$ cat src/rtl/cpu_seq_ctrl.sv
// cpu_seq_ctrl: sequencing controller that sits between a host and a small core.
// It owns the shared instruction memory write port during program load and
// gates the core's FETCH/DECODE/EXECUTE progress for free-run and single-step.
// It also counts retired instructions, saturating at the counter maximum.
module cpu_seq_ctrl #(
  parameter int ADDR_W = 5,
  parameter int CNT_W  = 16
) (
  input  logic              clk,
  input  logic              rst_n,
  input  logic              load_start,
  input  logic              load_done,
  input  logic              host_valid,
  input  logic [7:0]        host_data,
  output logic              host_ready,
  input  logic              run,
  input  logic              step,
  input  logic              clear,
  input  logic [ADDR_W-1:0] core_fetch_addr,
  input  logic              instr_done,
  input  logic              core_halted,
  output logic              core_en,
  output logic              core_clr,
  output logic              mem_we,
  output logic [ADDR_W-1:0] mem_addr,
  output logic [7:0]        mem_wdata,
  output logic [2:0]        state,
  output logic [CNT_W-1:0]  instr_count
);

  typedef enum logic [2:0] {
    ST_IDLE   = 3'd0,
    ST_LOAD   = 3'd1,
    ST_RUN    = 3'd2,
    ST_STEP   = 3'd3,
    ST_HALTED = 3'd4
  } state_t;

  localparam logic [ADDR_W-1:0] PTR_LAST = '1;
  localparam logic [CNT_W-1:0]  CNT_MAX  = '1;

  state_t             state_reg, state_next;
  logic [ADDR_W-1:0]  ptr_reg, ptr_next;
  logic [CNT_W-1:0]   count_reg, count_next;
  logic               in_load;
  logic               host_write;
  logic               count_zero;

  // Host port is only open while loading; a write happens on every valid byte.
  assign in_load    = (state_reg == ST_LOAD);
  assign host_write = in_load & host_valid;
  assign host_ready = in_load;
  assign mem_we     = host_write;
  assign mem_addr   = in_load ? ptr_reg : core_fetch_addr;
  assign state      = state_reg;
  assign instr_count = count_reg;

  // Write data is forced low outside LOAD so the shared memory bus stays quiet.
  generate
    for (genvar gi = 0; gi < 8; gi++) begin : g_wdata
      assign mem_wdata[gi] = host_data[gi] & in_load;
    end
  endgenerate

  // Next-state, load pointer and core handshake decode.
  always_comb begin
    state_next = state_reg;
    ptr_next   = ptr_reg;
    core_en    = 1'b0;
    core_clr   = 1'b0;
    count_zero = 1'b0;
    case (state_reg)
      ST_IDLE: begin
        if (load_start) begin
          // Entering LOAD restarts the core and the retired count.
          state_next = ST_LOAD;
          ptr_next   = '0;
          core_clr   = 1'b1;
          count_zero = 1'b1;
        end else if (run) begin
          state_next = ST_RUN;
        end else if (step) begin
          state_next = ST_STEP;
        end
      end
      ST_LOAD: begin
        if (host_write) begin
          ptr_next = ptr_reg + 1'b1;
        end
        if (load_start) begin
          // Restart: any byte in this cycle already went to the old pointer.
          ptr_next = '0;
        end else if (load_done || (host_write && (ptr_reg == PTR_LAST))) begin
          state_next = ST_IDLE;
        end
      end
      ST_RUN: begin
        core_en = 1'b1;
        if (core_halted) begin
          state_next = ST_HALTED;
        end else if (!run) begin
          state_next = ST_IDLE;
        end
      end
      ST_STEP: begin
        core_en = 1'b1;
        if (instr_done) begin
          state_next = core_halted ? ST_HALTED : ST_IDLE;
        end
      end
      ST_HALTED: begin
        if (clear) begin
          core_clr   = 1'b1;
          count_zero = 1'b1;
          state_next = ST_IDLE;
        end
      end
      default: begin
        state_next = ST_IDLE;
      end
    endcase
  end

  // Retired-instruction counter: zeroed on load entry or clear, saturating otherwise.
  always_comb begin
    count_next = count_reg;
    if (count_zero) begin
      count_next = '0;
    end else if (instr_done && core_en && (count_reg != CNT_MAX)) begin
      count_next = count_reg + 1'b1;
    end
  end

  // State, pointer and counter registers with asynchronous reset.
  always_ff @(posedge clk or negedge rst_n) begin
    if (!rst_n) begin
      state_reg <= ST_IDLE;
      ptr_reg   <= '0;
      count_reg <= '0;
    end else begin
      state_reg <= state_next;
      ptr_reg   <= ptr_next;
      count_reg <= count_next;
    end
  end

endmodule

$ cat config.mk
export PLATFORM = sky130hd
export DESIGN_NAME = cpu_seq_ctrl
export DESIGN_NICKNAME = d
export VERILOG_FILES = /design/src/rtl/cpu_seq_ctrl.sv
export SDC_FILE = /design/constraint.sdc
export NUM_CORES = 1
export LEC_CHECK = 0
export ABC_CLOCK_PERIOD_IN_PS = 3850
export BUFFER_PORTS_ARGS = -buffer_cell sky130_fd_sc_hd__buf_2
export CORE_ASPECT_RATIO = 1.5
export CORE_MARGIN = 2
export CORE_UTILIZATION = 54
export CTS_BUF_LIST = sky130_fd_sc_hd__clkbuf_8
export CTS_CLUSTER_DIAMETER = 150
export DETAILED_ROUTE_END_ITERATION = 7
export GPL_ROUTABILITY_DRIVEN = 0
export GPL_TIMING_DRIVEN = 0
export PLACE_DENSITY = 0.87
export SETUP_SLACK_MARGIN = 0.3
export SLEW_MARGIN = 20
export SYNTH_ARGS = -nofsm -noshare
export SYNTH_HDL_FRONTEND = slang
export SYNTH_SLANG_ARGS = --single-unit
$ cat constraint.sdc
create_clock -name clk -period 3.85 [get_ports clk]
set_input_delay 0.385 -clock clk [delete_from_list [all_inputs] [get_ports clk]]
set_output_delay 0.385 -clock clk [all_outputs]
set_load 0.05 [all_outputs]
# Word level (Yosys, flattened, before mapping)
# Cells that the tools add are included.
word_totals:
  regBits: 24
  latchBits: 0
  mem_bits_rw: 0
  rom_bits: 0
  elab_cells: 60
  mem_count: 0
classes:
  addsub: 2
  multipliers: 0
  div: 0
  magnitude_cmp: 0
  n_eq_ne: 14
  n_shift: 0
  muxes: 22
  n_bitwise: 9
  reduce_logical: 10
ops:
  columns: ["cell", "count"]
  rows:
  - ["16-bit 2-to-1 mux", 2]
  - ["3-bit 2-to-1 mux", 10]
  - ["5-bit 2-to-1 mux", 4]
  - ["16-bit by 1-bit adder with 16-bit output, second input constant", 1]
  - ["16-bit != test, second input constant", 1]
  - ["3-bit case mux with 5 select lines", 1]
  - ["5-bit case mux with 2 select lines", 1]
  - ["1-bit AND", 9]
  - ["2-bit != test, second input constant", 4]
  - ["3-bit by 2-bit equality test with 1-bit output, second input constant", 2]
  - ["6-bit AND reduction", 1]
  - ["5-bit by 1-bit adder with 5-bit output, second input constant", 1]
  - ["5-bit equality test, second input constant", 1]
  - ["4-bit != test, second input constant", 1]
  - ["2-bit nonzero test", 2]
  - ["3-bit by 1-bit equality test with 1-bit output, second input constant", 1]
  - ["3-bit equality test, second input constant", 1]
  - ["1-bit logical AND", 3]
  - ["3-bit zero test", 1]
  - ["1-bit 2-to-1 mux", 3]
  - ["3-bit by 2-bit != test with 1-bit output, second input constant", 1]
  - ["3-bit != test, second input constant", 1]
  - ["3-bit AND reduction", 1]
  - ["2-bit by 1-bit != test with 1-bit output, second input constant", 1]
  - ["other kinds (3)", 3]

# Depth between registers and ports, before layout
depth:
  depth_word: 7
  depth_mapped: 7
  depth_no_buf: 7

# Worst setup path after synthesis
# Ideal clock, no wire load.
synth_path:
  kind: "register -> register"
  from: "register state_reg[2], in the netlist state[2]"
  to: "register count_reg[6], in the netlist instr_count[6]"
  setup_time_ps: 92
  arrival_time_ps: 2632
  required_ps: 3758
  path_slack_ps: 1126
  path_stages_with_launch: 6
  period_less_slack_ps: 2724
  path_cell_list: "dfrtp_1 clkbuf_1 nor2b_1 nand3_1 or4_1 a21oi_1"
synth_between:
  elab_chain_len: 6
  word_cells_on_any_way: 11
synth_rtl:
  columns: ["item", "line_no", "text"]
  rows:
  - ["from (decl)", "42", "state_t state_reg, state_next;"]
  - ["from (signal assigned)", "141", "state_reg <= state_next;"]
  - ["3-bit by 2-bit equality test with 1-bit output", "72", "case (state_reg)"]
  - ["2-bit OR reduction (no source line) *", null, null]
  - ["1-bit 2-to-1 mux *", "72", null]
  - ["named net core_en", "22", "output logic core_en,"]
  - ["1-bit logical AND * (2 in a row)", "129", "end else if (instr_done && core_en && (count_reg != CNT_MAX)) begin"]
  - ["2-bit nonzero test (no source line) *", null, null]
  - ["to (signal assigned)", "143", "count_reg <= count_next;"]
  - ["to (decl)", "44", "logic [CNT_W-1:0] count_reg, count_next;"]
# The timed path passes the listed nets; every way through them passes the cells marked *.
# A chain may end at the register's enable or synchronous reset.

# Final worst setup path
layout_path:
  from: "register state_reg[1], in the netlist state[1]"
  to: "output port mem_addr[3]"
layout_between:
  elab_chain_len: 2
layout_rtl:
  columns: ["item", "line_no", "text"]
  rows:
  - ["3-bit by 1-bit equality test with 1-bit output", "50", "assign in_load = (state_reg == ST_LOAD);"]
  - ["5-bit 2-to-1 mux", "54", "assign mem_addr = in_load ? ptr_reg : core_fetch_addr;"]
  - ["to (decl)", "25", "output logic [ADDR_W-1:0] mem_addr,"]
# No other way between the ends.

==> metrics.yaml <==
status: "finished clean"
cts-root-buf: "clkbuf_8"
powerDensity_nw_per_um2: 587
seqPwrFrac: 0.280
synthDistinctLibCells: 43
synth_ff_type: "dfrtp_1"
avgRoutedWirePerCell_microns: 13.9
crit_arrival_ps: 2200
finalNetCount: 257
ff_latch_area_sq_um: 601
drive_gt1_frac: 0.314
p_clk_frac: 0.134
fillers: 228
finalHoldViolations: 0
totalWireLength_mm: 3.69
crit_type: "flip-flop to output pin"
start_kind: "flip-flop"
grt_overflow: 0
synthArstFlopShare: 1.00
portBuffers: 58
antenna_found_initial: 0
die-area_sq_um: 3240
cts_resized: 0
fp.coreArea_sq_um: 2680
cp_slowest_cell: "nor2_1"
wl_met2_mm: 1.92
ir_worst_vdd_uv: 513
p_int_w: 0.000514
drc: 0
tritoncts: "yes"
route.met3.wl_microns: 292
fp.dieH_microns: 68.8
syn-num-nets: 194
cp.required_ps: 3460
cpPeakStageDelay_ps: 440
clk_pin_slew_worst_paths_ps: 80
period_share: 0.671
synthCells: 168
crit_family: "simple AND/OR/NAND/NOR gates"
grt_max_degree: 25
rsz0062_at_grt: "no"
cts_buffers: 3
clk_latency_ps: 270
p_leak_nw: 0.933
hold_buffers: 0
ys_seq_area_frac: 0.398
final_antenna_net_count: 0
fmax_mhz: 387
area_delta_synth_final_pct: 25.0
boundaryPins: 59
diodes: 0
p_comb_frac: 0.586
min_path_type: "input pin to async pin"
yosysWarnings: 0
htree_levels: 1
swShare: 0.536
setup-violations-final: 0
worst_pin_slew_ps: 605
relSlewSlack: 0.586
ys_seq_elements: 24
dp_hpwl_mm: 2.89
die_w_microns: 47.2
slew_viol_final: 0
synth_area_sq_um: 1510
wl_met1_mm: 1.43
num_vias: 1553
cp-end-kind: "output pin"
clockBufferDepth: 2
cp_num_buf_inv: 2
start_util: 0.564
first_global_vias: 1426
fin_setup_tns_ps: 0
final.min_clock_period_ps: 2580
drt_iter0_drc: 36
rows: 23
post_cts.repair.setup_buffers: 0
dr.pass1.iters: 4
critPathMaxFanout: 10
p_sw_w: 0.000593
synth-edff-count: 0
top_layer_used: "met4"
grt_use_total: 0.257
path_cells: "clkbuf_1 > nor2_1 > nand2_1 > mux2_2 > buf_2"
drv_cap: 0
clock-sinks: 24
avgSynthCellArea_sq_um: 8.99
multi_input_area_sq_um: 856
via_per_inst: 5.84
post-route-util: 0.705
grt_pass1_wl_mm: 6.12
largest_reg_flops: 16
clock_skew_ps: 5.67
==> cells in the final DEF, fill, tap and decap left out, types with 2 or more instances in the layout <==
master,n
mux2i_1,7
a22oi_1,2
clkbuf_8,3
nand2b_1,3
nor3_1,3
o41ai_1,2
o21ai_0,14
dfrtp_1,24
a21oi_1,10
clkbuf_1,8
o311ai_0,2
mux2_2,7
inv_1,4
or4_1,3
and3_1,12
a2111oi_0,2
buf_2,59
ha_1,3
o31ai_1,2
o21a_1,3
nor2_1,7
nand3_1,5
a31oi_1,2
nor2b_1,2
nand2_1,18
nand4_1,4
==> cells by family after synthesis <==
family	Yosys count	share of synthesized area
DFF	24	0.398
muxes	14	0.0986
adders and majority gates	3	0.0249
AOI/OAI and AO/OA	45	0.192
buffers and inverters	14	0.0356
and+or+nand+nor	67	0.245
xor gates and xnor gates	1	0.00580
==> final cells by class <==
cell class,count,share of cell area
timing repair buffer,58,0.154
inverter,5,0.00994
multi-input combinational,130,0.453
buffer,9,0.0186
clock buffer,3,0.0219
tap,37,0.0245
sequential,24,0.318
==> power groups by stage <==
| stage | Clock, W | Sequential, W | Combinational, W |
|---|---|---|---|
| 2_1_floorplan | 0 | 0.000381 | 0.000431 |
| 3_3_place_gp | 0 | 0.000316 | 0.000642 |
| 3_5_place_dp | 0 | 0.000315 | 0.000651 |
| 4_1_cts | 0.000150 | 0.000311 | 0.000652 |
| 5_1_grt | 0.000163 | 0.000317 | 0.000695 |
| 6_report | 0.000148 | 0.000310 | 0.000649 |
==> metrics by stage <==
step	instance area (sq um)	std cells	worst slack [ps]	hold slack [ps]	total power (W)
2_1_floorplan	1510	168	1130	89.4	0.000812
3_3_place_gp	1850	263	1590	394	0.000957
3_5_place_dp	1850	263	1580	408	0.000965
4_1_cts	1890	266	1280	114	0.00111
5_1_grt	1890	266	1060	133	0.00118
6_report	1890	266	1270	95.0	0.00111
==> metal layers <==
layer	track usage	up-vias
li1	-	757
met3	0.0469	4
met5	0	-
met1	0.306	719
met4	0.0903	0
met2	0.447	73
==> worst paths after layout <==
kind | from | to | slack, ps | cells past startpoint
worst max-delay path | state[1]$_DFFE_PN0P_ | mem_addr[3] | 1270 | 5
worst min-delay path | rst_n | instr_count[3]$_DFFE_PN0P_ | 100 | 1
worst max register to register | state[1]$_DFFE_PN0P_ | state[0]$_DFFE_PN0P_ | 1640 | 5
worst min register to register | instr_count[15]$_DFFE_PN0P_ | instr_count[15]$_DFFE_PN0P_ | 510 | 1
max in group asynchronous | rst_n | ptr_reg[3]$_DFFE_PN0P_ | 3390 | 1
min in group clk | core_halted | state[2]$_DFFE_PN0P_ | 350 | 3
==> synth_stat cells (2+ instances only) <==
cell type	number	area (sq um)
a22oi_1	2	15.0
dfrtp_1	24	601
o41ai_1	2	17.5
mux2i_1	7	70.1
and3_1	12	75.1
o21ai_0	14	70.1
o31ai_1	2	15.0
nor2_1	7	26.3
nand2_1	18	67.6
mux2_2	7	78.8
a31oi_1	2	12.5
or4_1	3	22.5
a2111oi_0	2	17.5
nor2b_1	2	12.5
nand3_1	5	25.0
nand2b_1	3	18.8
ha_1	3	37.5
o311ai_0	2	17.5
clkbuf_1	8	30.0
nand4_1	4	25.0
nor3_1	3	15.0
a21oi_1	10	50.1
inv_1	4	15.0
o21a_1	3	22.5
Power figures use the tool's default switching activity.
